==> src/rtl/esp_uart_rx_ci_if.sv <==
// Custom-instruction port between the Nios II (master) and the ESP UART receiver (slave).
interface esp_uart_rx_ci_if;
    logic        clk_en;
    logic        start;
    logic [31:0] dataA;
    logic [31:0] dataB;
    logic [31:0] result;
    logic        done;

    modport master (output clk_en, start, dataA, dataB, input result, done);
    modport slave  (input clk_en, start, dataA, dataB, output result, done);
endinterface

==> src/rtl/esp_uart_rx_ci.sv <==
// 8N1 UART receiver for the ESP8266 link with a byte FIFO, read by the Nios II
// through a latency-1 custom instruction (POP / STATUS / CLEAR).
module esp_uart_rx_ci #(
    parameter int CLK_HZ     = 50_000_000,
    parameter int BAUD       = 115200,
    parameter int FIFO_DEPTH = 16
) (
    input  logic              clk,
    input  logic              reset,
    input  logic              rx,
    esp_uart_rx_ci_if.slave   ci
);
    localparam int CLKS_PER_BIT = CLK_HZ / BAUD;
    localparam int HALF_BIT     = CLKS_PER_BIT / 2;
    localparam int CW           = $clog2(CLKS_PER_BIT + 1);
    localparam int PW           = $clog2(FIFO_DEPTH);
    localparam int NW           = PW + 1;

    typedef enum logic [1:0] {IDLE, START, DATA, STOP} rx_state_t;
    typedef enum logic [1:0] {OP_POP, OP_STATUS, OP_CLEAR, OP_RSVD} ci_op_t;

    logic            rx_meta, rxs;
    rx_state_t       state;
    logic [CW-1:0]   baud_cnt;
    logic [2:0]      bit_cnt;
    logic [7:0]      shift;

    logic [7:0]      mem [FIFO_DEPTH];
    logic [PW-1:0]   wr_ptr, rd_ptr;
    logic [NW-1:0]   count;
    logic            ovf, ferr;

    // Line idles high, so the synchroniser resets to 1 to avoid a false start bit.
    always_ff @(posedge clk) begin
        if (reset) begin
            rx_meta <= 1'b1;
            rxs     <= 1'b1;
        end else begin
            rx_meta <= rx;
            rxs     <= rx_meta;
        end
    end

    logic half_done, bit_done, stop_sample, rx_push, rx_ferr;
    assign half_done   = (baud_cnt == CW'(HALF_BIT - 1));
    assign bit_done    = (baud_cnt == CW'(CLKS_PER_BIT - 1));
    assign stop_sample = (state == STOP) && bit_done;
    assign rx_push     = stop_sample && rxs;
    assign rx_ferr     = stop_sample && !rxs;

    // NOTE: every register in a clocked block uses <=, so all reads see pre-edge values.
    always_ff @(posedge clk) begin
        if (reset) begin
            state    <= IDLE;
            baud_cnt <= '0;
            bit_cnt  <= '0;
            shift    <= '0;
        end else begin
            case (state)
                IDLE: if (!rxs) begin
                    state    <= START;
                    baud_cnt <= '0;
                    bit_cnt  <= '0;
                end
                START: if (half_done) begin
                    baud_cnt <= '0;
                    state    <= rxs ? IDLE : DATA;
                end else begin
                    baud_cnt <= baud_cnt + CW'(1);
                end
                DATA: if (bit_done) begin
                    baud_cnt <= '0;
                    shift    <= {rxs, shift[7:1]};
                    bit_cnt  <= bit_cnt + 3'd1;
                    if (bit_cnt == 3'd7) state <= STOP;
                end else begin
                    baud_cnt <= baud_cnt + CW'(1);
                end
                STOP: if (bit_done) begin
                    baud_cnt <= '0;
                    state    <= IDLE;
                end else begin
                    baud_cnt <= baud_cnt + CW'(1);
                end
                default: state <= IDLE;
            endcase
        end
    end

    ci_op_t op;
    logic   ci_go, empty, full, do_clear, do_pop, do_push;
    assign op       = ci_op_t'(ci.dataA[1:0]);
    assign ci_go    = ci.clk_en && ci.start;
    assign empty    = (count == '0);
    assign full     = (count == NW'(FIFO_DEPTH));
    assign do_clear = ci_go && (op == OP_CLEAR);
    assign do_pop   = ci_go && (op == OP_POP) && !empty;
    // A pop in the same cycle frees the slot, so a full FIFO still accepts the byte.
    assign do_push  = rx_push && !do_clear && (!full || do_pop);

    // NOTE: the storage array has no reset; pointers and count alone define which entries are valid.
    always_ff @(posedge clk) begin
        if (do_push) mem[wr_ptr] <= shift;
    end

    always_ff @(posedge clk) begin
        if (reset || do_clear) begin
            wr_ptr <= '0;
            rd_ptr <= '0;
            count  <= '0;
            ovf    <= 1'b0;
            ferr   <= 1'b0;
        end else begin
            if (do_push) wr_ptr <= wr_ptr + PW'(1);
            if (do_pop)  rd_ptr <= rd_ptr + PW'(1);
            count <= count + NW'(do_push) - NW'(do_pop);
            if (rx_push && full && !do_pop) ovf <= 1'b1;
            if (rx_ferr) ferr <= 1'b1;
        end
    end

    logic [7:0] count8;
    assign count8 = 8'(count);

    always_ff @(posedge clk) begin
        if (reset) begin
            ci.result <= '0;
            ci.done   <= 1'b0;
        end else begin
            ci.done <= ci_go;
            if (ci_go) begin
                case (op)
                    OP_POP:    ci.result <= empty ? 32'd0 : {23'd0, 1'b1, mem[rd_ptr]};
                    OP_STATUS: ci.result <= {16'd0, count8, 5'd0, ferr, ovf, !empty};
                    default:   ci.result <= '0;
                endcase
            end
        end
    end

    logic unused_ci_bits;
    assign unused_ci_bits = ^{ci.dataA[31:2], ci.dataB};
endmodule

==> src/flat_wrapper.sv <==
// flat-port wrapper written by rule: the top's interface ports become plain ports
module esp_uart_rx_ci_flat 
#(
    parameter int CLK_HZ     = 50_000_000,
    parameter int BAUD       = 115200,
    parameter int FIFO_DEPTH = 16
)
  (clk, reset, rx, ci_clk_en, ci_start, ci_dataA, ci_dataB, ci_result, ci_done);
  esp_uart_rx_ci_if ci_i ();
  input  logic clk;
  input  logic reset;
  input  logic rx;
  input wire logic [$bits(ci_i.clk_en)-1:0] ci_clk_en;
  input wire logic [$bits(ci_i.start)-1:0] ci_start;
  input wire logic [$bits(ci_i.dataA)-1:0] ci_dataA;
  input wire logic [$bits(ci_i.dataB)-1:0] ci_dataB;
  output wire logic [$bits(ci_i.result)-1:0] ci_result;
  output wire logic [$bits(ci_i.done)-1:0] ci_done;
  assign ci_i.clk_en = ci_clk_en;
  assign ci_i.start = ci_start;
  assign ci_i.dataA = ci_dataA;
  assign ci_i.dataB = ci_dataB;
  assign ci_result = ci_i.result;
  assign ci_done = ci_i.done;
  esp_uart_rx_ci #(.CLK_HZ(CLK_HZ), .BAUD(BAUD), .FIFO_DEPTH(FIFO_DEPTH)) u_core (.clk(clk), .reset(reset), .rx(rx), .ci(ci_i));
endmodule
==> config.mk <==
export PLATFORM = sky130hd
export DESIGN_NAME = esp_uart_rx_ci_flat
export DESIGN_NICKNAME = d
export VERILOG_FILES = /design/src/rtl/esp_uart_rx_ci_if.sv /design/src/rtl/esp_uart_rx_ci.sv /design/src/flat_wrapper.sv
export SDC_FILE = /design/constraint.sdc
export NUM_CORES = 1
export LEC_CHECK = 0
export BUFFER_PORTS_ARGS = -buffer_cell sky130_fd_sc_hd__buf_2
export CORE_MARGIN = 2
export CORE_UTILIZATION = 55
export CTS_CLUSTER_SIZE = 14
export DETAILED_ROUTE_END_ITERATION = 12
export GPL_ROUTABILITY_DRIVEN = 0
export PLACE_DENSITY = 0.77
export SYNTH_ARGS = -nofsm -noshare
export SYNTH_HDL_FRONTEND = slang
export SYNTH_SLANG_ARGS = --single-unit
==> constraint.sdc <==
create_clock -name clk -period 7.2 [get_ports clk]
set_input_delay 1.8 -clock clk [delete_from_list [all_inputs] [get_ports clk]]
set_output_delay 1.8 -clock clk [all_outputs]
set_load 0.02 [all_outputs]
==> flow_summary.toml, run 1 <==
[placement]
dp_hpwl_mm = 9.293
io_buffers = 20
place_ws_ps = 2948
placed_cells = 694
placed_cell_area_um2 = 7904

[min_path]
hp-class = "flip-flop to flip-flop"
worstHoldStart = "u_core.rx_meta"

[timing]
setup-tns-final_ps = 0
min_period_ps = 3852
finalCritPeriodShare_pct = 53.51
rsz0062_at_grt = "no"
setup_viol = 0
drv_slew = 0
maxSlewHeadroom_pct = 16.17
hold_viol = 0
tightest_slew_ps = 1240
fin_skew_ps = 9.863
worst_slack_ps = 3348
fmax_mhz = 259.6

[layout]
nets = 619
final_cells = 726
drive_above_1_share_pct = 19.41
insertedDiodeCount = 0
n_fill_cell = 963
seqCellArea_um2 = 4986
postLayoutCellArea_um2 = 8536
area.growth.synth_to_final_pct = 9.837
multiInputGateArea_um2 = 2536
final_core_util_pct = 61.73

[die]
die_w_um = 122.9
die-area_um2 = 15100
fp.dieH_um = 122.9
coreArea_um2 = 13830
pin_count = 102
initial_core_util_pct = 56.20
fp-row-count = 43

[grt]
grt_max_degree = 41
grt_first_pass_wirelength_mm = 22.94
grt_pass1_vias = 4186
grt_antenna_before_repair = 0
grt_overflow = 0
track_usage_pct = 20.90

[clock_tree]
cts_tree = "done"
clock_latency_ps = 430
cts_buffers = 17
clockRootBuffer = "clkbuf_16"
postCtsHoldBufs = 0
htree_num_levels = 4
cts_resized = 0
cts.clk_slew.worst_paths_ps = 70
post_cts_buffers = 0
cts.path.max_buffers = 2
clock_sinks = 185

[detailed_routing]
viasPerCell = 5.968
drc = 0
via_count = 4333
dr.pass1.iters = 8
first_iter_violations = 441
wl_met2_mm = 7.483
ant_nets = 0
wl_met3_um = 758
drt-met1-wl_mm = 6.047
highest_layer = "met4"
wirelength_mm = 14.53
post_drt_wl_per_cell_um = 20.01

[power]
power.density_nw_per_um2 = 257.4
switching_share_pct = 20.83
p_int_mw = 1.739
leakage_nw = 2.915
power_frac_clock_pct = 43.4
peakVddDrop_mv = 0.1560
combPwrFrac_pct = 4.5
switching_power_mw = 0.4576
seqPwrFrac_pct = 52.1

[critical_path]
critical_path.top_delay_family = "simple AND/OR/NAND/NOR gates"
worst-path-buf-inv = 2
r2r_start = "u_core.count[2]"
start_kind = "input port"
cp_slowest_cell = "nor3_2"
crit_fanout = 7
crit_path_start = "ci_dataA[0]"
criticalPathCategory = "input port to flip-flop"
endpoint_kind = "flip-flop"
slowest_delay_ps = 410
crit_required_ps = 7570
cp.arrival_ps = 4220
path_cells = "buf_2, nand3b_1, nor3_2, ha_1, inv_1, ha_1, fa_1, a21oi_1, nor2_1, or3_1, a21oi_1"

[yosys]
ys_warn_count = 0
avgSynthCellArea_um2 = 15.00
ys_types = 59
synth_seq_area_share_pct = 64.14
synth_edf_count = 128
yosys_register_bits = 185
synthFlopType = "edfxtp_1"
netlist_instances = 518
syn_area_um2 = 7771
synth-async-reset-ratio_pct = 0

[run]
max_cap_violations = 0

[run_status]
outcome = "completed"
==> sequential cells by signal, summed over array words and instances (netlist names), 3 cells and up, named ones only <==
name,flops
u_core.ci.result,13
u_core.shift,8
u_core.baud_cnt,9
u_core.rd_ptr,4
u_core.count,5
u_core.bit_cnt,3
u_core.mem,128
u_core.wr_ptr,4
==> cells in the mapped netlist (all sizes together) (3+ instances only) <==
library cell / count / area share (%)
edfxtp: 128 / 49
dfxtp: 57 / 15
mux4: 35 / 10
nor2: 35 / 1.8
buf: 30 / 2.8
a21oi: 22 / 1.4
nand2: 19 / 0.92
mux2i: 18 / 2.3
and3: 17 / 1.4
ha: 16 / 2.6
clkbuf: 13 / 0.63
inv: 13 / 0.63
a22oi: 11 / 1.1
nor3: 8 / 0.58
o21ai: 8 / 0.52
and2: 7 / 0.56
o22ai: 7 / 0.56
mux2: 6 / 0.87
nand3: 5 / 0.32
nor2b: 5 / 0.40
xnor2: 5 / 0.56
nand3b: 4 / 0.39
nor4: 4 / 0.32
nor4b: 4 / 0.64
a211oi: 3 / 0.35
and4b: 3 / 0.39
nand2b: 3 / 0.24
nand4: 3 / 0.32
or2: 3 / 0.24
==> per-layer routing <==
layer / global-route usage [%] / vias to the layer above
li1: - / 1985
met1: 26.94 / 2185
met2: 34.70 / 140
met3: 5.158 / 23
met4: 7.112 / 0
met5: 0 / -
==> logic make-up (layout without fill, tap and decap cells) <==
logic type	count (synthesis)	after routing	share of synthesized area, %
DFF	185	185	64.14
muxes	59	59	13.33
and+or+nand+nor	130	130	9.612
buffers and inverters	56	66	4.089
AOI/OAI and AO/OA	64	64	5.265
xor gates and xnor gates	6	6	0.6762
adders and majority gates	17	17	2.834
other	1	19	0.04826
==> power groups by stage <==
stage	Sequential [mW]	Combinational [mW]	Clock [mW]
after floorplan	1.16	0.0840	0
after global placement	1.17	0.0915	0
after detailed placement	1.17	0.0952	0
after CTS	1.14	0.0970	0.965
after global routing	1.14	0.108	1.00
final	1.14	0.0988	0.954
==> placed cells by master, fill, tap and decap left out, drive strengths merged, types with 8 or more instances in the layout <==
master / instances
nand2: 19
o21ai: 8
buf: 21
edfxtp: 128
nor2: 35
nor3: 8
mux2i: 18
a22oi: 11
mux4: 35
and3: 17
clkbuf: 25
dfxtp: 57
ha: 16
inv: 17
conb: 19
a21oi: 22
==> stage by stage <==
stage	hold slack [ps]	total power, mW
3_3_place_gp	400.8	1.258
2_1_floorplan	389.5	1.248
6_report	418.1	2.197
3_5_place_dp	401.7	1.262
4_1_cts	420.4	2.206
5_1_grt	443.9	2.255
==> cell type report <==
type,count,share of cell area (%)
repair buffers,21,1.261
well taps,180,2.639
clock inverters,7,0.4691
clock buffers,25,6.933
inverters,13,0.5717
flip-flops and latches,185,58.41
multi-input cells,295,29.71
==> path summary, 6_finish.rpt <==
path,endpoint,cells past startpoint,slack [ps]
min,u_core.rxs,1,420
max reg2reg,u_core.count[4],12,3540
min reg2reg,u_core.rxs,1,420
max,u_core.count[4],11,3350
(Power assumes the default switching activity.)
==> run 2, diff against run 1 <==
==> constraint.sdc (replaced) <==
create_clock -name clk -period 3.6 [get_ports clk]
set_input_delay 0.9 -clock clk [delete_from_list [all_inputs] [get_ports clk]]
set_output_delay 0.9 -clock clk [all_outputs]
set_load 0.02 [all_outputs]
==> run 2 against run 1 <==
Compared with the run above: via count is 1.1% lower; die area stayed put; design area hardly changed; register-to-register slack worse by 2800 ps; sequential cell count stayed put; utilization hardly changed; global-route usage hardly changed; first-iteration DRC count is 4.1% lower; cell count is 0.83% higher; sequential share of layout area hardly changed; worst hold slack worse by 2.4 ps; critical path depth is 2 higher; critical endpoint unchanged.
==> flow_summary.toml, run 2 (synthesized netlist as in run 1, its figures left out) <==
[layout]
reg.largest.list = "u_core.mem x128, u_core.ci.result x13, u_core.baud_cnt x9"
regMostFlops = "u_core.mem"
area.growth.synth_to_final_pct = 9.902
final_cells = 732
insertedDiodeCount = 0
final_cell_mix = "edfxtp_1, dfxtp_1, mux4_2"
final_common_cell = "edfxtp_1"
drive_above_1_share_pct = 20.29
nets = 625
n_fill_cell = 929
largest_register_ffs = 128

[power]
peakVddDrop_mv = 0.3083
power.density_nw_per_um2 = 509.8
leakage_nw = 2.900
total_power_mw = 4.354

[grt]
grt_antenna_before_repair = 0
grt_overflow = 0
grt_max_degree = 41
grt_pass1_vias = 4224
track_usage_pct = 20.92
grt_first_pass_wirelength_mm = 22.98

[critical_path]
criticalPathCategory = "flip-flop to flip-flop"
r2r_start = "u_core.count[2]"
cp.arrival_ps = 3230
slowest_delay_ps = 400
cp_slowest_cell = "fa_1"
crit_path_start = "u_core.count[2]"
cpMostUsedCell = "ha_1"
critical_path.top_delay_family = "adder cells"
start_kind = "flip-flop"
crit_required_ps = 3970
crit_fanout = 6
endpoint_kind = "flip-flop"
worst-path-buf-inv = 3
path_cells = "inv_1, ha_1, nor4b_1, buf_4, nor3_2, ha_1, inv_1, ha_1, fa_1, a21oi_1, nor2_1, or3_1, a21oi_1"

[timing]
maxSlewHeadroom_pct = 29.83
rsz0062_at_grt = "no"
hold_viol = 0
fmax_mhz = 349.9
holdWs_ps = 415.7
tightest_slew_ps = 1050
min_period_ps = 2858
setup_viol = 0
fin_skew_ps = 9.821
drv_slew = 0
setup-tns-final_ps = 0
finalCritPeriodShare_pct = 79.39

[clock_tree]
cts_resized = 0
post_cts_buffers = 0
htree_num_levels = 4
clock_latency_ps = 440
clock_sinks = 185
cts_tree = "done"
cts_buffers = 17
postCtsHoldBufs = 0
clockRootBuffer = "clkbuf_16"
cts.clk_slew.worst_paths_ps = 70
cts.path.max_buffers = 2

[die]
die_w_um = 122.9
coreArea_um2 = 13830
fp-row-count = 43
die-area_um2 = 15100
initial_core_util_pct = 56.20
pin_count = 102
fp.dieH_um = 122.9

[detailed_routing]
drc = 0
wirelength_mm = 14.58
dr.pass1.iters = 5
viasPerCell = 5.857
post_drt_wl_per_cell_um = 19.91
first_iter_violations = 423
ant_nets = 0
via_count = 4287

[placement]
dp_hpwl_mm = 9.489
io_buffers = 20
placed_cells = 700

[run_status]
outcome = "completed"

[min_path]
hp-class = "flip-flop to flip-flop"
worstHoldStart = "u_core.rx_meta"

[run]
max_cap_violations = 0
run 2: cell count changes in the layout (fill, tap and decap cells not counted):
cell        change
buf_4           +6
clkbuf_16       -5
clkinvlp_4      +5
inv_4           -4
inv_6           +4
clkbuf_8        -3
bufinv_16       +2
clkinv_2        -2
clkinv_4        +2
inv_8           +1
run 2: worst paths after layout:
| path | to | slack (ps) | depth (start not counted) |
|---|---|---|---|
| worst max-delay path | u_core.count[4] | 740 | 13 |
| worst min-delay path | u_core.rxs | 420 | 1 |
| worst max register to register | u_core.count[4] | 740 | 13 |
| worst min register to register | u_core.rxs | 420 | 1 |
run 2: cell type report:
cell class	count	area, µm²	area share (%)
clock buffer	17	425.4	4.981
tap	180	225.2	2.637
multi-input combinational	295	2536	29.70
clock inverter	15	166.4	1.948
inverter	13	48.80	0.5713
sequential	185	4986	58.38
timing repair buffer	27	152.6	1.787
run 2: power breakdown:
group	internal [mW]	total, mW	leakage (nW)	switching (mW)
logic	0.0814	0.209	0.978	0.128
clock network	1.03	1.86	0.275	0.826
registers	2.26	2.28	1.65	0.0223
total	3.38	4.35	2.90	0.976
run 2: worst register-to-register path, delay by kind of cell (launching register included):
| family | cells | cell delay [ps] |
|---|---|---|
| DFF | 1 | 340 |
| buffers and inverters | 3 | 330 |
| AOI/OAI and AO/OA | 2 | 300 |
| adders and majority gates | 4 | 1080 |
| and+or+nand+nor | 4 | 740 |
run 2: per-stage QoR:
stage / worst slack [ps] / util [%] / area, µm²
after floorplan: 451.6 / - / 7839
after global placement: 470.0 / 57.49 / 7949
after detailed placement: 432.0 / 57.49 / 7949
after CTS: 760.5 / 61.77 / 8541
after global routing: 582.8 / 61.77 / 8541
final: 741.9 / 61.77 / 8541
run 2: per-layer routing:
metal	global-route usage, %	vias up	part of all wire (%)
li1	-	1998	-
met1	27.50	2165	43
met2	33.98	108	51
met3	5.251	16	4.3
met4	7.471	0	1.4
met5	0	-	0
